--- src/rtl/hamming_tx_serializer_if.sv ---
// Word-in / serial-out bundle for hamming_tx_serializer; master is the upstream word source.
`timescale 1ns/1ps
interface hamming_tx_serializer_if;
  logic [3:0] DATA_IN;
  logic       DATA_VALID;
  logic       DATA_READY;
  logic       TX_OUT;
  logic       FRAME_DONE;

  modport master (
    output DATA_IN,
    output DATA_VALID,
    input  DATA_READY,
    input  TX_OUT,
    input  FRAME_DONE
  );

  modport slave (
    input  DATA_IN,
    input  DATA_VALID,
    output DATA_READY,
    output TX_OUT,
    output FRAME_DONE
  );
endinterface

--- src/rtl/hamming_tx_serializer.sv ---
// Hamming(7,4) encoder + serial framer (start, code LSB first, stop); TX_OUT low from the accept edge, word period F+1.
// DATA_READY only in IDLE, valid ignored otherwise; HAMMING_SECDED_EN appends an overall even-parity bit.
`timescale 1ns/1ps
module hamming_tx_serializer #(
  parameter int BIT_CYCLES = 1,
  parameter int STOP_BITS  = 1
) (
  input  logic                    CLK_IN,
  input  logic                    REST,
  hamming_tx_serializer_if.slave  bus
);

`ifdef HAMMING_SECDED_EN
  localparam int CW    = 8;
  localparam int IDX_W = 4;
`else
  localparam int CW    = 7;
  localparam int IDX_W = 3;
`endif

  localparam int CYC_W = $clog2(BIT_CYCLES + 1);

  localparam logic [1:0] S_IDLE  = 2'd0;
  localparam logic [1:0] S_START = 2'd1;
  localparam logic [1:0] S_DATA  = 2'd2;
  localparam logic [1:0] S_STOP  = 2'd3;

  localparam logic [CYC_W-1:0] CYC_LAST  = CYC_W'(BIT_CYCLES - 1);
  localparam logic [CYC_W-1:0] CYC_ONE   = CYC_W'(1);
  localparam logic [IDX_W-1:0] IDX_ONE   = IDX_W'(1);
  localparam logic [IDX_W-1:0] DATA_LAST = IDX_W'(CW - 1);
  localparam logic [IDX_W-1:0] STOP_LAST = IDX_W'(STOP_BITS - 1);

  function automatic logic [CW-1:0] encode(input logic [3:0] d);
    logic p1, p2, p4;
    logic [6:0] c;
    p1 = d[0] ^ d[1] ^ d[3];
    p2 = d[0] ^ d[2] ^ d[3];
    p4 = d[1] ^ d[2] ^ d[3];
    c  = {d[3], d[2], d[1], p4, d[0], p2, p1};
`ifdef HAMMING_SECDED_EN
    return {^c, c};
`else
    return c;
`endif
  endfunction

  logic [1:0]       state, nxt_state;
  logic [CYC_W-1:0] cyc, nxt_cyc;
  logic [IDX_W-1:0] idx, nxt_idx;
  logic [CW-1:0]    code, nxt_code;
  logic             tx_q, rdy_q, done_q;
  logic             nxt_tx, nxt_done;
  logic             bit_end;

  assign bit_end = (cyc == CYC_LAST);

  always_comb begin
    nxt_state = state;
    nxt_cyc   = cyc;
    nxt_idx   = idx;
    nxt_code  = code;
    case (state)
      S_IDLE: begin
        if (bus.DATA_VALID) begin
          nxt_state = S_START;
          nxt_code  = encode(bus.DATA_IN);
          nxt_cyc   = '0;
          nxt_idx   = '0;
        end
      end
      S_START: begin
        if (bit_end) begin
          nxt_state = S_DATA;
          nxt_cyc   = '0;
          nxt_idx   = '0;
        end else begin
          nxt_cyc = cyc + CYC_ONE;
        end
      end
      S_DATA: begin
        if (bit_end) begin
          nxt_cyc = '0;
          if (idx == DATA_LAST) begin
            nxt_state = S_STOP;
            nxt_idx   = '0;
          end else begin
            nxt_idx = idx + IDX_ONE;
          end
        end else begin
          nxt_cyc = cyc + CYC_ONE;
        end
      end
      default: begin
        // idx is reused to count stop bits
        if (bit_end) begin
          nxt_cyc = '0;
          if (idx == STOP_LAST) begin
            nxt_state = S_IDLE;
            nxt_idx   = '0;
          end else begin
            nxt_idx = idx + IDX_ONE;
          end
        end else begin
          nxt_cyc = cyc + CYC_ONE;
        end
      end
    endcase
  end

  // Outputs are registered decodes of the next state, so they line up with the state they describe.
  always_comb begin
    nxt_tx = 1'b1;
    case (nxt_state)
      S_START: nxt_tx = 1'b0;
      S_DATA:  nxt_tx = nxt_code[nxt_idx[2:0]];
      default: nxt_tx = 1'b1;
    endcase
    nxt_done = (nxt_state == S_STOP) && (nxt_idx == STOP_LAST) && (nxt_cyc == CYC_LAST);
  end

  always_ff @(posedge CLK_IN or posedge REST) begin
    if (REST) begin
      state  <= S_IDLE;
      cyc    <= '0;
      idx    <= '0;
      code   <= '0;
      tx_q   <= 1'b1;
      rdy_q  <= 1'b1;
      done_q <= 1'b0;
    end else begin
      state  <= nxt_state;
      cyc    <= nxt_cyc;
      idx    <= nxt_idx;
      code   <= nxt_code;
      tx_q   <= nxt_tx;
      rdy_q  <= (nxt_state == S_IDLE);
      done_q <= nxt_done;
    end
  end

  assign bus.TX_OUT     = tx_q;
  assign bus.DATA_READY = rdy_q;
  assign bus.FRAME_DONE = done_q;

endmodule

--- src/flat_wrapper.sv ---
// flat-port wrapper written by rule: the top's interface ports become plain ports
module hamming_tx_serializer_flat 
#(
  parameter int BIT_CYCLES = 1,
  parameter int STOP_BITS  = 1
)
  (CLK_IN, REST, bus_DATA_IN, bus_DATA_VALID, bus_DATA_READY, bus_TX_OUT, bus_FRAME_DONE);
  hamming_tx_serializer_if bus_i ();
  input  logic CLK_IN;
  input  logic REST;
  input wire logic [$bits(bus_i.DATA_IN)-1:0] bus_DATA_IN;
  input wire logic [$bits(bus_i.DATA_VALID)-1:0] bus_DATA_VALID;
  output wire logic [$bits(bus_i.DATA_READY)-1:0] bus_DATA_READY;
  output wire logic [$bits(bus_i.TX_OUT)-1:0] bus_TX_OUT;
  output wire logic [$bits(bus_i.FRAME_DONE)-1:0] bus_FRAME_DONE;
  assign bus_i.DATA_IN = bus_DATA_IN;
  assign bus_i.DATA_VALID = bus_DATA_VALID;
  assign bus_DATA_READY = bus_i.DATA_READY;
  assign bus_TX_OUT = bus_i.TX_OUT;
  assign bus_FRAME_DONE = bus_i.FRAME_DONE;
  hamming_tx_serializer #(.BIT_CYCLES(BIT_CYCLES), .STOP_BITS(STOP_BITS)) u_core (.CLK_IN(CLK_IN), .REST(REST), .bus(bus_i));
endmodule
--- config.mk ---
export PLATFORM = sky130hd
export DESIGN_NAME = hamming_tx_serializer_flat
export DESIGN_NICKNAME = d
export VERILOG_FILES = /design/src/rtl/hamming_tx_serializer_if.sv /design/src/rtl/hamming_tx_serializer.sv /design/src/flat_wrapper.sv
export SDC_FILE = /design/constraint.sdc
export NUM_CORES = 1
export LEC_CHECK = 0
export ABC_AREA = 1
export CAP_MARGIN = 30
export CORE_ASPECT_RATIO = 1.25
export CORE_UTILIZATION = 45
export DETAILED_ROUTE_END_ITERATION = 7
export PLACE_DENSITY_LB_ADDON = 0.2
export SLEW_MARGIN = 20
export SYNTH_ARGS = -nofsm -noshare
export SYNTH_HDL_FRONTEND = slang
export SYNTH_SLANG_ARGS = --single-unit
--- constraint.sdc ---
create_clock -name CLK_IN -period 1.6 [get_ports CLK_IN]
set_input_delay 0.24 -clock CLK_IN [delete_from_list [all_inputs] [get_ports CLK_IN]]
set_output_delay 0.24 -clock CLK_IN [all_outputs]
set_load 0.03 [all_outputs]
==> reports/qor.yml, run 1 <==
timing:
  hold_viol: 0
  skew_ns: 0.0140
  rsz0062_at_grt: "yes"
  fin_crit_ns: 1.63
  setup_viol: 2
  finalCritPeriodShare: 1.02
  hold_slack_ns: 0.242
  tightest_slew_ns: 0.306
  fin_ws_ns: -0.0349
  clock.fmax_ghz: 0.612
  drv_slew: 0
  slew_headroom: 0.795
critical_path:
  r2r_start: "u_core.state[1]"
  r2r_setup_slack_ns: -0.03
  crit_buf_inv: 0
  cpLargestDelayFamily: "simple AND/OR/NAND/NOR gates"
  criticalPathCategory: "flip-flop to flip-flop"
  cp.arrival_ns: 1.85
  slowest_delay_ns: 0.50
  cpMaxStageDelayCell: "dfrtp_2"
  crit-reg2reg-capture: "u_core.bus.TX_OUT"
  path_cells: "nor2_4 > nand2_4 > o21ai_1 > nand3_2 > nand2_1 > nor2_1 > nor2_1 > nor2_1 > nand2_1 > nand2_1"
  endpoint_kind: "flip-flop"
  critical_path.startpoint_type: "flip-flop"
  cp.required_ns: 1.81
  cp_max_fo: 9
  rr_worst_depth: 10
grt:
  grt_max_degree: 17
  grtUsageTotal: 0.208
  antenna_found_initial: 0
  grt_pass1_wl_microns: 3630
  grt_pass1_vias: 953
  grt_overflow: 0
drt:
  num_vias: 954
  wl_per_cell_microns: 10.6
  drt_pass1_iterations: 2
  wirelength_microns: 2140
  avgViaCountPerCell: 4.70
  drtIter0Drc: 8
  drc_errors: 0
  drt.antenna.violating_nets: 0
synthesis:
  ys_seq_area_frac: 0.396
  ys_types: 27
  yosys_register_bits: 16
  ys_warn_count: 0
  synthCells: 141
  syn_nets: 151
  synth_area_sq_um: 1020
  avgSynthCellArea_sq_um: 7.22
floorplanning:
  fp.dieH_microns: 55.2
  die_area_sq_um: 2460
  start_util: 0.497
  die_x_microns: 44.6
  num_rows: 18
  core_area_sq_um: 2050
  ios: 10
layout:
  final_common_cell: "nand2_1"
  areaGrowthSynthToFinish_pct: 35.7
  n_antenna_cell: 0
  fin_cells: 203
  nets: 184
  mostFrequentLayoutCells: "nand2_1, buf_4, inv_1, dfrtp_1"
  nFillCells: 171
  drive_above_1_share: 0.347
  multi_input_area_sq_um: 561
  regArea_sq_um: 405
placed_design:
  gp_congestion: 0.824
  hpwlAfterDp_microns: 1600
  portBuffers: 9
  dp_cells: 192
power_and_ir_drop:
  p_per_area_nw_per_um2: 2000
  internal_power_mw: 1.58
  p_sw_frac: 0.426
  clock_power_share: 0.096
  p_leak_nw: 0.724
  peakVddDrop_mv: 1.32
  comb_power_share: 0.639
  p_sw_mw: 1.18
  pwr-share-seq: 0.265
cts:
  path_clk_slew_ns: 0.10
  cts_tree: "done"
  cts_root_buf: "clkbuf_4"
  ctsHoldBuffers: 0
  htreeDepth: 1
  cts_made_buffers: 3
  clock_path_buffers: 2
  clkLatencyLatePin_ns: 0.29
  cts.sinks: 16
worst_hold_path:
  hold_path_class: "primary input to async pin"
flow_run:
  cap_violations: 0
run_status:
  violations: "setup timing"
  status: "finished with violations"
==> repair_timing <==
action / 4_1_cts / 5_1_grt
setup buffers: 1 / 6
resized for setup: 8 / 16
endpoints found under the setup margin: 3 / 2
pin swaps: 1 / 14
hold endpoints to repair: 0 / 0
==> power groups by stage <==
stage / Combinational [mW] / Sequential [mW] / Clock [mW]
6_report: 1.76 / 0.732 / 0.265
4_1_cts: 1.46 / 0.720 / 0.274
2_1_floorplan: 0.896 / 0.754 / 0
3_5_place_dp: 1.42 / 0.722 / 0
5_1_grt: 1.98 / 0.758 / 0.286
3_3_place_gp: 1.39 / 0.711 / 0
==> layout make-up <==
class	instances	share of cell area
multi-input combinational	97	0.405
sequential	16	0.293
timing repair buffer	29	0.172
inverter	27	0.0760
tap	30	0.0271
clock buffer	4	0.0262
==> flip-flops by register name (all words and copies together), names as in the netlist <==
| register | count |
|---|---|
| u_core.code | 7 |
| u_core.idx | 3 |
| u_core.state | 2 |
| u_core.bus.DATA_READY | 1 |
| u_core.bus.FRAME_DONE | 1 |
| u_core.bus.TX_OUT | 1 |
| u_core.cyc | 1 |
==> per-layer routing <==
layer | GRT usage | routed length (microns)
met3 | 0.0455 | 40
met5 | 0 | 0
met1 | 0.193 | 827
met4 | 0.126 | 59
met2 | 0.409 | 1220
==> worst reg2reg max path, delay by kind of cell, from the launching register on <==
kind / cells / cell delay [ns]
simple gates: 9 / 0.78
flops: 1 / 0.50
compound gates: 1 / 0.28
==> metrics by stage <==
step                      cell area [sq um]  total power, mW  utilization  setup slack (ns)  setup TNS (ns)
after floorplan                        1020             1.65            -             0.129               0
after global placement                 1230             2.10        0.601           -0.0535         -0.0535
after detailed placement               1230             2.14        0.601           -0.0773         -0.0773
after CTS                              1280             2.45        0.627            0.0179               0
after global routing                   1380             3.03        0.675            -0.183          -0.318
final                                  1380             2.76        0.675           -0.0349         -0.0406
==> cell families (layout without fill, tap and decap cells) <==
family	after synthesis	in the layout	share of synthesized area
fa+ha+maj	3	3	0.0369
simple gates	82	82	0.383
buf+inv	28	60	0.114
flops	16	16	0.396
compound gates	12	12	0.0700
==> cells in the mapped netlist (all sizes together) <==
cell type / number / area (sq um)
clkinv: 3 / 12.5
ha: 3 / 37.5
nor2: 14 / 60.1
dfrtp: 14 / 350
nand3b: 1 / 7.51
buf: 1 / 11.3
nand2: 47 / 211
dfstp: 2 / 52.6
a31oi: 1 / 6.26
nand4: 1 / 6.26
inv: 24 / 92.6
o21ai: 8 / 43.8
a21oi: 2 / 13.8
or2: 4 / 25.0
nand3: 15 / 80.1
a21boi: 1 / 7.51
==> how the worst max path moves through the flow <==
stage / endpoint / cells past startpoint / startpoint / slack (ns)
global placement: u_core.bus.TX_OUT / 13 / bus_DATA_VALID / -0.05
CTS: u_core.bus.TX_OUT / 14 / u_core.idx[0] / 0.02
finish: u_core.bus.TX_OUT / 10 / u_core.state[1] / -0.03
detailed placement: u_core.bus.TX_OUT / 13 / bus_DATA_VALID / -0.08
floorplan: u_core.bus.TX_OUT / 14 / u_core.idx[0] / 0.13
global route: u_core.bus.TX_OUT / 14 / u_core.idx[1] / -0.18
Note: power is estimated with default switching activity, not from simulation.
==> inputs of run 2 (changes only) <==
--- a/config.mk
+++ b/config.mk
@@ -7,7 +7,6 @@
 export LEC_CHECK = 0
 export ABC_AREA = 1
 export CAP_MARGIN = 30
-export CORE_ASPECT_RATIO = 1.25
 export CORE_UTILIZATION = 45
 export DETAILED_ROUTE_END_ITERATION = 7
 export PLACE_DENSITY_LB_ADDON = 0.2
==> run 2 against run 1 <==
Effect of this change:
- the flow still finishes with violations (setup timing)
- first-iteration DRC count rose to 2.6 times the previous value
- routed wire length increased by 3.4%
- count of clock-buffer cells in the layout unchanged
- die area is essentially flat
- register-to-register slack improved by 0.02 ns
- sequential cell count unchanged
- sequential power barely moved
- critical path depth increased by 4
- critical path type unchanged
- largest power group unchanged
- highest routed layer unchanged
==> reports/qor.yml, run 2 (synthesis results as in run 1) <==
run_status:
  status: "finished with violations"
  violations: "setup timing"
critical_path:
  critical_path.startpoint_type: "flip-flop"
  slowest_delay_ns: 0.46
  cp.arrival_ns: 1.85
  crit-reg2reg-capture: "u_core.bus.TX_OUT"
  criticalPathCategory: "flip-flop to flip-flop"
  endpoint_kind: "flip-flop"
  cp.required_ns: 1.84
  cpMostUsedCell: "nand2_1"
  path_cells: "inv_2 > ha_4 > inv_4 > nor2_4 > a21boi_1 > nand2_1 > nand2_2 > inv_2 > nand2_2 > nor2_2 > nor2_1 > nor2_1 > nand2_1 > nand2_1"
  cpLargestDelayFamily: "simple AND/OR/NAND/NOR gates"
  r2r_start: "u_core.idx[1]"
  r2r_setup_slack_ns: -0.02
  cpMaxStageDelayCell: "dfrtp_2"
  rr_worst_depth: 14
  crit_buf_inv: 3
  cp_max_fo: 4
floorplanning:
  ios: 10
  start_util: 0.499
  num_rows: 16
  die_x_microns: 49.6
  fp.dieH_microns: 49.6
  die_area_sq_um: 2460
  core_area_sq_um: 2040
timing:
  clock.fmax_ghz: 0.619
  rsz0062_at_grt: "yes"
  skew_ns: 0.00227
  fin_ws_ns: -0.0161
  hold_slack_ns: 0.253
  finalCritPeriodShare: 1.01
  hold_viol: 0
  setup_viol: 1
  fin_crit_ns: 1.62
  slew_headroom: 0.791
  tightest_slew_ns: 0.313
  drv_slew: 0
layout:
  final_common_cell: "nand2_1"
  top_register: "u_core.code"
  areaGrowthSynthToFinish_pct: 29.7
  mostFrequentLayoutCells: "nand2_1, inv_1, buf_4, nand3_1, dfrtp_1"
  drive_above_1_share: 0.311
  n_antenna_cell: 0
  top_regs: "u_core.code x7, u_core.idx x3, u_core.state x2"
  nets: 178
  largest_reg_flops: 7
  fin_cells: 194
grt:
  grtUsageMet1: 0.212
  met2_usage: 0.345
  grt_pass1_vias: 881
  grt_overflow: 0
  grt.busiest_layer: "met2"
  antenna_found_initial: 0
  grt_max_degree: 17
  grtUsageTotal: 0.189
  grt_pass1_wl_microns: 3530
  grtUsageMet3: 0.0586
worst_hold_path:
  hold_path_class: "primary input to async pin"
power_and_ir_drop:
  peakVddDrop_mv: 1.05
  p_per_area_nw_per_um2: 2000
  p_leak_nw: 0.686
  power.total_mw: 2.65
placed_design:
  hpwlAfterDp_microns: 1630
  dp_cells: 188
  gp_congestion: 0.834
  portBuffers: 9
drt:
  drtIter0Drc: 21
  drt_pass1_iterations: 4
  wl_per_cell_microns: 11.4
  drc_errors: 0
  avgViaCountPerCell: 4.91
  drt.antenna.violating_nets: 0
  num_vias: 953
  wirelength_microns: 2220
cts:
  cts_made_buffers: 3
  path_clk_slew_ns: 0.09
  cts_root_buf: "clkbuf_4"
  clock_path_buffers: 2
  htreeDepth: 1
  cts.sinks: 16
  clkLatencyLatePin_ns: 0.29
  cts_tree: "done"
flow_run:
  cap_violations: 0
-- run 2: cell type report --
| class | instances | area (sq um) |
|---|---|---|
| repair buffers | 23 | 193 |
| clock buffers | 4 | 26.3 |
| well taps | 27 | 33.8 |
| flip-flops and latches | 16 | 405 |
| fillers | 181 | 721 |
| multi-input cells | 97 | 556 |
| inverters | 27 | 108 |
-- run 2: power breakdown --
group / internal, mW / total (mW) / switching (mW)
registers: 0.604 / 0.731 / 0.126
logic: 0.767 / 1.69 / 0.924
clock network: 0.0970 / 0.227 / 0.130
-- run 2: worst max-delay path by stage --
stage                        start                end  slack, ns  cells past startpoint
floorplan            u_core.idx[0]  u_core.bus.TX_OUT       0.13                     14
detailed placement  bus_DATA_VALID  u_core.bus.TX_OUT      -0.08                     13
global route         u_core.idx[0]  u_core.bus.TX_OUT      -0.18                     14
CTS                  u_core.idx[0]  u_core.bus.TX_OUT      0.004                     14
global placement    bus_DATA_VALID  u_core.bus.TX_OUT      -0.06                     13
finish               u_core.idx[1]  u_core.bus.TX_OUT      -0.02                     14
-- run 2: repair_timing --
action / CTS / global route
cloned: 0 / 0
hold buffers: 0 / 0
setup endpoints to repair: 3 / 2
gates resized for setup: 5 / 19
pin swaps: 0 / 15
buffers inserted: 0 / 2
-- run 2: stage by stage --
step,setup WS [ns],TNS (ns),area (sq um),util
after floorplan,0.129,0,1020,-
after global placement,-0.0570,-0.0570,1220,0.598
after detailed placement,-0.0754,-0.0754,1220,0.598
after CTS,0.00396,0,1250,0.612
after global routing,-0.180,-0.230,1320,0.647
final,-0.0161,-0.0161,1320,0.647
-- run 2: worst min-delay path: cells and delay by family --
| kind | cells | cell delay, ns |
|---|---|---|
| buf+inv | 3 | 0.68 |
-- run 2: per-layer routing --
metal | wire [microns] | part of all wire
met1 | 955 | 0.43
met2 | 1150 | 0.52
met3 | 84 | 0.038
met4 | 27 | 0.012
met5 | 0 | 0
